<file path="config.mk">
export PLATFORM = sky130hd
export DESIGN_NAME = mod_exp_ctrl
export DESIGN_NICKNAME = d
export VERILOG_FILES = /design/src/rtl/mod_exp_ctrl.sv
export SDC_FILE = /design/constraint.sdc
export NUM_CORES = 1
export LEC_CHECK = 0
export ABC_AREA = 1
export CORE_AREA = 2 2 230 232
export CTS_CLUSTER_DIAMETER = 30
export DETAILED_ROUTE_END_ITERATION = 6
export DIE_AREA = 0 0 232 234
export HOLD_SLACK_MARGIN = 0.1
export PLACE_DENSITY = 0.76
export SLEW_MARGIN = 20
export SYNTH_ARGS = -nofsm -noshare
export SYNTH_HDL_FRONTEND = slang
export SYNTH_SLANG_ARGS = --single-unit
</file>
<file path="constraint.sdc">
create_clock -name pclk -period 2.7 [get_ports pclk]
set_input_delay 0.675 -clock pclk [delete_from_list [all_inputs] [get_ports pclk]]
set_output_delay 0.675 -clock pclk [all_outputs]
set_load 0.02 [all_outputs]
</file>
<file path="src/rtl/mod_exp_ctrl.sv">
// Modular exponentiation sequencer: left-to-right square-and-multiply over one external Montgomery multiplier.
// Optional MODEXP_SKIP_LZ_EN: skip leading zero exponent bits and dummy multiplies (data-dependent latency).
module mod_exp_ctrl #(
    parameter int WIDTH     = 64,
    parameter int EXP_WIDTH = 64
) (
    input  logic                 pclk,
    input  logic                 nreset,
    input  logic                 start,
    input  logic [WIDTH-1:0]     base,
    input  logic [EXP_WIDTH-1:0] exp,
    input  logic [WIDTH-1:0]     modulus,
    input  logic [WIDTH-1:0]     r2modm,
    output logic [WIDTH-1:0]     result,
    output logic                 busy,
    output logic                 done,
    output logic                 err,
    output logic                 mm_go,
    output logic [WIDTH-1:0]     mm_a,
    output logic [WIDTH-1:0]     mm_b,
    output logic [WIDTH-1:0]     mm_m,
    input  logic [WIDTH-1:0]     mm_p,
    input  logic                 mm_ready
);

    localparam int IW = (EXP_WIDTH > 1) ? $clog2(EXP_WIDTH) : 1;
    localparam logic [WIDTH-1:0] ONE     = WIDTH'(1);
    localparam logic [IW-1:0]    TOP_BIT = IW'(EXP_WIDTH - 1);

    typedef enum logic [2:0] {
        S_IDLE,
        S_PRE_X,
        S_PRE_A,
        S_SQR,
        S_MUL,
        S_POST,
        S_FIN
    } state_t;

    state_t               state_q, state_d;
    logic                 gap_q;
    logic [IW-1:0]        bit_q, bit_d;
    logic [EXP_WIDTH-1:0] exp_q;
    logic [WIDTH-1:0]     r2_q;
    logic [WIDTH-1:0]     acc_q, acc_d;
    logic [WIDTH-1:0]     xbar_q, xbar_d;
    logic [WIDTH-1:0]     a_d, b_d;
    logic [WIDTH-1:0]     result_q;
    logic                 busy_q, done_q, err_q;
    logic                 mm_go_q;
    logic [WIDTH-1:0]     mm_a_q, mm_b_q, mm_m_q;

`ifdef MODEXP_SKIP_LZ_EN
    logic [IW-1:0] lz_idx;

    always_comb begin
        lz_idx = '0;
        for (int k = 0; k < EXP_WIDTH; k++) begin
            if (exp_q[k]) lz_idx = IW'(k);
        end
    end
`endif

    // Outcome of the op that completes this cycle: updated working values, next op, its operands.
    always_comb begin
        state_d = state_q;
        bit_d   = bit_q;
        acc_d   = acc_q;
        xbar_d  = xbar_q;
        case (state_q)
            S_PRE_X: begin
                xbar_d  = mm_p;
                state_d = S_PRE_A;
            end
            S_PRE_A: begin
                acc_d = mm_p;
`ifdef MODEXP_SKIP_LZ_EN
                if (exp_q == '0) begin
                    state_d = S_POST;
                end else begin
                    // Top set bit: square of 1 times xbar is simply xbar.
                    acc_d = xbar_q;
                    if (lz_idx == '0) begin
                        state_d = S_POST;
                    end else begin
                        bit_d   = lz_idx - 1'b1;
                        state_d = S_SQR;
                    end
                end
`else
                bit_d   = TOP_BIT;
                state_d = S_SQR;
`endif
            end
            S_SQR: begin
                acc_d = mm_p;
`ifdef MODEXP_SKIP_LZ_EN
                if (exp_q[bit_q]) begin
                    state_d = S_MUL;
                end else if (bit_q == '0) begin
                    state_d = S_POST;
                end else begin
                    bit_d   = bit_q - 1'b1;
                    state_d = S_SQR;
                end
`else
                state_d = S_MUL;
`endif
            end
            S_MUL: begin
                // Product is always computed; it is kept only for a set bit.
                if (exp_q[bit_q]) acc_d = mm_p;
                if (bit_q == '0) begin
                    state_d = S_POST;
                end else begin
                    bit_d   = bit_q - 1'b1;
                    state_d = S_SQR;
                end
            end
            S_POST: begin
                state_d = S_FIN;
            end
            default: begin
                state_d = state_q;
            end
        endcase
    end

    always_comb begin
        a_d = mm_a_q;
        b_d = mm_b_q;
        case (state_d)
            S_PRE_A: begin
                a_d = ONE;
                b_d = r2_q;
            end
            S_SQR: begin
                a_d = acc_d;
                b_d = acc_d;
            end
            S_MUL: begin
                a_d = acc_d;
                b_d = xbar_d;
            end
            S_POST: begin
                a_d = acc_d;
                b_d = ONE;
            end
            default: begin
                a_d = mm_a_q;
                b_d = mm_b_q;
            end
        endcase
    end

    always_ff @(posedge pclk) begin
        if (!nreset) begin
            state_q  <= S_IDLE;
            gap_q    <= 1'b0;
            bit_q    <= '0;
            exp_q    <= '0;
            r2_q     <= '0;
            acc_q    <= '0;
            xbar_q   <= '0;
            result_q <= '0;
            busy_q   <= 1'b0;
            done_q   <= 1'b0;
            err_q    <= 1'b0;
            mm_go_q  <= 1'b0;
            mm_a_q   <= '0;
            mm_b_q   <= '0;
            mm_m_q   <= '0;
        end else begin
            done_q <= 1'b0;
            case (state_q)
                S_IDLE: begin
                    if (start) begin
                        err_q  <= 1'b0;
                        exp_q  <= exp;
                        r2_q   <= r2modm;
                        mm_m_q <= modulus;
                        if (!modulus[0]) begin
                            // Even modulus has no Montgomery form: fail without touching the multiplier.
                            result_q <= '0;
                            err_q    <= 1'b1;
                            done_q   <= 1'b1;
                            state_q  <= S_FIN;
                        end else begin
                            busy_q  <= 1'b1;
                            gap_q   <= 1'b0;
                            mm_go_q <= 1'b1;
                            mm_a_q  <= base;
                            mm_b_q  <= r2modm;
                            state_q <= S_PRE_X;
                        end
                    end
                end
                S_FIN: begin
                    state_q <= S_IDLE;
                end
                default: begin
                    if (gap_q) begin
                        gap_q   <= 1'b0;
                        mm_go_q <= 1'b1;
                    end else if (mm_ready) begin
                        acc_q   <= acc_d;
                        xbar_q  <= xbar_d;
                        bit_q   <= bit_d;
                        mm_go_q <= 1'b0;
                        state_q <= state_d;
                        if (state_q == S_POST) begin
                            result_q <= mm_p;
                            done_q   <= 1'b1;
                            busy_q   <= 1'b0;
                        end else begin
                            gap_q  <= 1'b1;
                            mm_a_q <= a_d;
                            mm_b_q <= b_d;
                        end
                    end
                end
            endcase
        end
    end

    assign result = result_q;
    assign busy   = busy_q;
    assign done   = done_q;
    assign err    = err_q;
    assign mm_go  = mm_go_q;
    assign mm_a   = mm_a_q;
    assign mm_b   = mm_b_q;
    assign mm_m   = mm_m_q;

endmodule
</file>
==> results of run 1 <==
[sequential cells by signal, indices dropped and copies added (netlist names), 3 cells and up]
name     count
acc_q       64
bit_q        6
exp_q       64
mm_a        64
mm_b        64
mm_m        64
r2_q        64
result      64
state_q      3
xbar_q      64
[cell families after synthesis]
family	count (synthesis)	synth area share [%]
adder cells (fa/ha/maj)	1	0.0518
AND/OR/NAND/NOR	1391	22.4
buffers and inverters	712	11.4
flip-flops	526	43.6
AO/OA/AOI/OAI	926	22.6
[final timing paths]
check,startpoint,to,slack (ns)
worst min-delay path,nreset,mm_a[63],0.44
worst max register to register,state_q[0],mm_a[13],0.14
worst min register to register,exp_q[8],exp_q[8],0.45
worst max-delay path,state_q[0],mm_a[13],0.14
[worst max-delay path, cell delays in order, from the launching register on]
cell and delay (ns):
dfxtp_1 0.46, nor2_2 0.07, inv_2 0.09, nor2_4 0.06
inv_8 0.17, buf_12 0.40, o21ai_0 0.27, o221ai_1 0.28
inv_1 0.06
[power by group through the flow]
stage,registers (W),logic (W),clock network (W)
after floorplan,0.0130,0.0126,0
after detailed placement,0.0117,0.0233,0
final,0.0116,0.0240,0.0151
after global routing,0.0119,0.0261,0.0156
after CTS,0.0116,0.0236,0.0152
after global placement,0.0116,0.0231,0
[area by class of cell]
class,count,area (um2)
Antenna cell,12,30.0
Clock buffer,142,3170
Clock inverter,78,1070
Fill cell,4236,16500
Inverter,440,1690
Multi-Input combinational cell,2318,10900
Sequential cell,526,10500
Tap cell,688,861
Timing Repair Buffer,692,7190
Timing Repair inverter,1,5.00
[metal layers]
| layer | vias up | share of wire [%] | wire (um) | track usage (%) |
|---|---|---|---|---|
| met5 | - | 0.061 | 54 | 0 |
| met4 | 8 | 3.8 | 3340 | 14.5 |
| met3 | 214 | 8.4 | 7420 | 6.82 |
| met2 | 1197 | 48 | 42800 | 53.6 |
| met1 | 12400 | 39 | 35000 | 37.4 |
| li1 | 12700 | - | - | - |
[cell usage in the layout, fill, tap and decap left out, types with 39 or more instances in the layout]
cell type | netlist | layout
o221ai_1 | 125 | 125
a21oi_1 | 332 | 332
clkdlybuf4s50_1 | 0 | 582
buf_4 | 5 | 66
clkbuf_16 | 0 | 120
o21ai_1 | 60 | 60
dfxtp_1 | 526 | 524
inv_1 | 430 | 426
nand3_1 | 114 | 113
o21ai_0 | 308 | 308
nor2_1 | 360 | 357
buf_12 | 0 | 39
o211ai_1 | 41 | 41
nand2_1 | 902 | 900
[stage by stage]
step,power [W],worst slack (ns)
floorplan,0.0256,0.436
global placement,0.0347,-0.0540
detailed placement,0.0350,-0.0543
CTS,0.0504,0.0313
global route,0.0536,-0.00455
finish,0.0507,0.144
[what timing repair did]
action                                  in CTS  in global routing
gates resized for setup                      0                 13
endpoints found under the setup margin       0                154
hold endpoints to repair                     0                  0
hold buffers                                 0                  0
setup buffers                                0                  1
==> results.json, run 1 <==
{
  "die_y_um": 234,
  "wl_um": 88600,
  "fin_util_pct": 68.2,
  "rr_worst_depth": 8,
  "yosys-top-cells-area": "dfxtp_1, nand2_1, a21oi_1, inv_1, o21ai_0",
  "drv_slew": 0,
  "worst-slew-pin-transition_ns": 1.38,
  "ys_types": 32,
  "path_class": "reg2reg",
  "insertion_delay_ns": 0.66,
  "placed_area_um2": 31100,
  "cp.arrival_ns": 3.10,
  "area_growth_pct": 46.9,
  "ys_warn_count": 0,
  "violations": "DRC",
  "synth_most_common_cell": "nand2_1",
  "layout-drive-gt1-share_pct": 8.39,
  "synth_edf_count": 0,
  "cts.clk_slew.worst_paths_ns": 0.05,
  "synth_flop_cell": "dfxtp_1",
  "dpl.hpwl_um": 57100,
  "core_um2": 52000,
  "fin_worst_skew_ns": 0.0186,
  "first_pass_iters": 7,
  "hold_violations": 0,
  "ys_ff_latch": 526,
  "pwr-share-comb_pct": 47.3,
  "die_area_um2": 54300,
  "yosysTopAreaCellShare_pct": 43.6,
  "period_share_pct": 94.7,
  "ios": 584,
  "instances_no_fill": 4897,
  "fin_crit_ns": 2.56,
  "h-tree-depth": 3,
  "cp_max_fo": 206,
  "dieWidth_um": 232,
  "avgViaCountPerCell": 5.42,
  "syn_area_um2": 24200,
  "vias": 26500,
  "dpl.cell_count": 4661,
  "power_per_cell_area_nw_per_um2": 1430,
  "crit_path_end_kind": "flop",
  "p_int_w": 0.0295,
  "grt_max_degree": 207,
  "grt_first_pass_wirelength_um": 136000,
  "io_buffer_count": 583,
  "p_leak_nw": 15.4,
  "grt_pass1_vias": 25100,
  "cap_violations": 0,
  "swShare_pct": 41.8,
  "required_ns": 3.25,
  "max_slew_margin_pct": 8.17,
  "hp-class": "in2reg",
  "synthCells": 3556,
  "overflow": 0,
  "cts_tree": "built",
  "vdd_ir_drop_max_v": 0.00155,
  "nets": 4422,
  "async_flop_share_pct": 0,
  "ant_nets": 0,
  "fin_tns_setup_ns": 0,
  "fmax_ghz": 0.391,
  "cts_sinks": 526,
  "outcome": "complete, but fails checks",
  "holdWs_ns": 0.445,
  "synthTopCellsByCount": "nand2_1, dfxtp_1, inv_1",
  "p_clk_share_pct": 29.8,
  "drc_errors": 5,
  "p_switching_w": 0.0212,
  "ys_seq_area_share_pct": 43.6,
  "setup_violations": 0,
  "synth_top_area_cell": "dfxtp_1",
  "drtIter0Drc": 2250,
  "cts_buffer_depth": 3,
  "row_count": 84,
  "hold_depth": 3,
  "seqPwrFrac_pct": 22.9,
  "root_buffer": "clkbuf_16",
  "synth.avg_cell_area_um2": 6.80,
  "cts_buffers": 118,
  "grt_antenna_before_repair": 13,
  "initial_core_util_pct": 46.5,
  "startpoint_type": "flop",
  "gp_congestion": 0.884,
  "synth_fp_nets": 3881,
  "grt.total_usage_pct": 31.3,
  "wl_per_cell_um": 18.1,
  "stdcell_area_um2": 35500
}
No activity file was read; power rests on OpenSTA's default activity.
==> inputs of run 2 (changes only) <==
--- a/config.mk
+++ b/config.mk
@@ -11,7 +11,7 @@
 export DETAILED_ROUTE_END_ITERATION = 6
 export DIE_AREA = 0 0 232 234
 export HOLD_SLACK_MARGIN = 0.1
-export PLACE_DENSITY = 0.76
+export PLACE_DENSITY = 0.88
 export SLEW_MARGIN = 20
 export SYNTH_ARGS = -nofsm -noshare
 export SYNTH_HDL_FRONTEND = slang
==> results.json, run 2 (synthesis results as in run 1) <==
{
  "drv_slew": 0,
  "dpl.hpwl_um": 56000,
  "wl_um": 91100,
  "crit_path_max_incr_delay_ns": 0.40,
  "avgViaCountPerCell": 5.58,
  "core_um2": 52000,
  "initial_core_util_pct": 46.5,
  "fin_util_pct": 67.4,
  "p_int_w": 0.0287,
  "die_area_um2": 54300,
  "root_buffer": "clkbuf_16",
  "wl_per_cell_um": 18.7,
  "layout-drive-gt1-share_pct": 7.84,
  "p_leak_nw": 15.1,
  "nets": 4401,
  "vias": 27100,
  "startpoint_type": "flop",
  "rr_worst_depth": 19,
  "worst_slack_ns": 0.0544,
  "cts_sinks": 526,
  "fin_crit_ns": 2.65,
  "grt_max_degree": 164,
  "overflow": 0,
  "mostFrequentLayoutCells": "nand2_1, clkdlybuf4s50_1, dfxtp_1",
  "layout_commonest_cell": "nand2_1",
  "fmax_ghz": 0.378,
  "drtIter0Drc": 2884,
  "crit_path_end_kind": "flop",
  "cts_tree": "built",
  "power_per_cell_area_nw_per_um2": 1430,
  "vdd_ir_drop_max_v": 0.00100,
  "r2r-start": "bit_q[0]",
  "p_clk_share_pct": 28.5,
  "ios": 584,
  "area_growth_pct": 45.2,
  "path_cells": "inv_6 -> buf_4 -> nand2_1 -> nand3_1 -> nand3_1 -> nand2_1 -> nor2_1 -> nand2_1 -> nand3_2 -> nand2_8 -> buf_4 -> clkbuf_16 -> a21oi_1 -> o21ai_1 -> nand2_1 -> nand2_1 -> nand2_1 -> nand2_1 -> a21oi_1",
  "hold_buffers": 0,
  "r2r-end": "mm_b[9]",
  "grt_pass1_vias": 26300,
  "swShare_pct": 42.7,
  "path_class": "reg2reg",
  "cts_buffer_depth": 3,
  "cp.arrival_ns": 3.21,
  "crit_start": "bit_q[0]",
  "insertion_delay_ns": 0.66,
  "outcome": "complete, but fails checks",
  "ant_nets": 0,
  "row_count": 84,
  "violations": "DRC",
  "hold_violations": 0,
  "drc_errors": 1,
  "required_ns": 3.27,
  "die_y_um": 234,
  "dp_worst_setup_slack_ns": -0.0519,
  "cap_violations": 0,
  "worst-slew-pin-transition_ns": 0.990,
  "max_slew_margin_pct": 34.0,
  "cts_buffers": 109,
  "io_buffer_count": 583,
  "fin_worst_skew_ns": 0.0330,
  "dieWidth_um": 232,
  "ff2ff_setup_slack_ns": 0.05,
  "slowest_stage": "dfxtp_4",
  "n_fill_cell": 3933,
  "first_pass_iters": 7,
  "seqPwrFrac_pct": 23.2,
  "hp-class": "reg2reg",
  "cp_common_cell": "nand2_1",
  "grt.total_usage_pct": 32.0,
  "critPathCapture": "mm_b[9]",
  "grt_first_pass_wirelength_um": 139000,
  "h-tree-depth": 3,
  "grt_antenna_before_repair": 15,
  "hold_depth": 2,
  "p_switching_w": 0.0214,
  "cp_max_fo": 17,
  "cts.clk_slew.worst_paths_ns": 0.04,
  "gp_congestion": 0.887,
  "pwr-share-comb_pct": 48.2,
  "setup_violations": 0,
  "period_share_pct": 98.0
}
run 2: changes by cell type in the layout (fill, tap and decap cells not counted), sizes merged:
cell	previous run	this run
clkinvlp	17	16
clkbuf	145	142
clkinv	34	25
bufinv	21	20
inv	447	445
buf	107	95
diode	12	6
run 2: what timing repair did:
action,CTS,global route
endpoints found under the hold margin,0,0
endpoints found under the setup margin,0,125
setup buffers,0,1
resized for setup,0,20
run 2: layout make-up:
cell class | instances | area [um2] | area share [%]
Clock buffer | 139 | 3010 | 8.58
Clock inverter | 65 | 947 | 2.70
Sequential cell | 526 | 10500 | 30.0
Inverter | 440 | 1690 | 4.81
Multi-Input combinational cell | 2318 | 11000 | 31.3
Timing Repair Buffer | 680 | 7060 | 20.1
Timing Repair inverter | 1 | 5.00 | 0.0143
Tap cell | 688 | 861 | 2.45
Antenna cell | 6 | 15.0 | 0.0428
run 2: power by group through the flow:
stage	Clock, W	Combinational (W)	Sequential (W)
5_1_grt	0.0148	0.0260	0.0119
3_3_place_gp	0	0.0225	0.0116
6_report	0.0143	0.0242	0.0117
4_1_cts	0.0144	0.0235	0.0116
2_1_floorplan	0	0.0126	0.0130
3_5_place_dp	0	0.0230	0.0116
run 2: worst min path at each step:
stage	from	to	slack [ns]
final	exp_q[15]	exp_q[15]	0.45
after global placement	exp_q[31]	exp_q[31]	0.44
after CTS	exp_q[15]	exp_q[15]	0.45
after detailed placement	exp_q[20]	exp_q[20]	0.44
after floorplan	exp_q[0]	exp_q[0]	0.43
after global routing	exp_q[33]	exp_q[33]	0.46
run 2: critical path, delay by kind of cell (launching register included):
family,cells,cell delay (ns)
flops,1,0.40
buf+inv,4,0.62
simple gates,12,1.23
compound gates,3,0.30
run 2: stage by stage:
stage	power (W)	cells	instance area, um2	TNS (ns)	hold WS [ns]
floorplan	0.0256	3556	24200	0	0.429
global placement	0.0341	4649	31000	0	0.440
detailed placement	0.0347	4649	31000	-0.134	0.443
CTS	0.0494	4853	34900	0	0.450
global route	0.0527	4863	35100	-0.210	0.461
finish	0.0501	4863	35100	0	0.451
run 2: per-layer routing:
| metal | share of wire [%] | track usage [%] | vias to the layer above |
|---|---|---|---|
| met5 | 0.13 | 0 | - |
| met4 | 5.4 | 19.2 | 18 |
| met3 | 10 | 8.06 | 322 |
| met2 | 47 | 52.9 | 1571 |
| met1 | 38 | 37.5 | 12500 |
| li1 | - | - | 12700 |
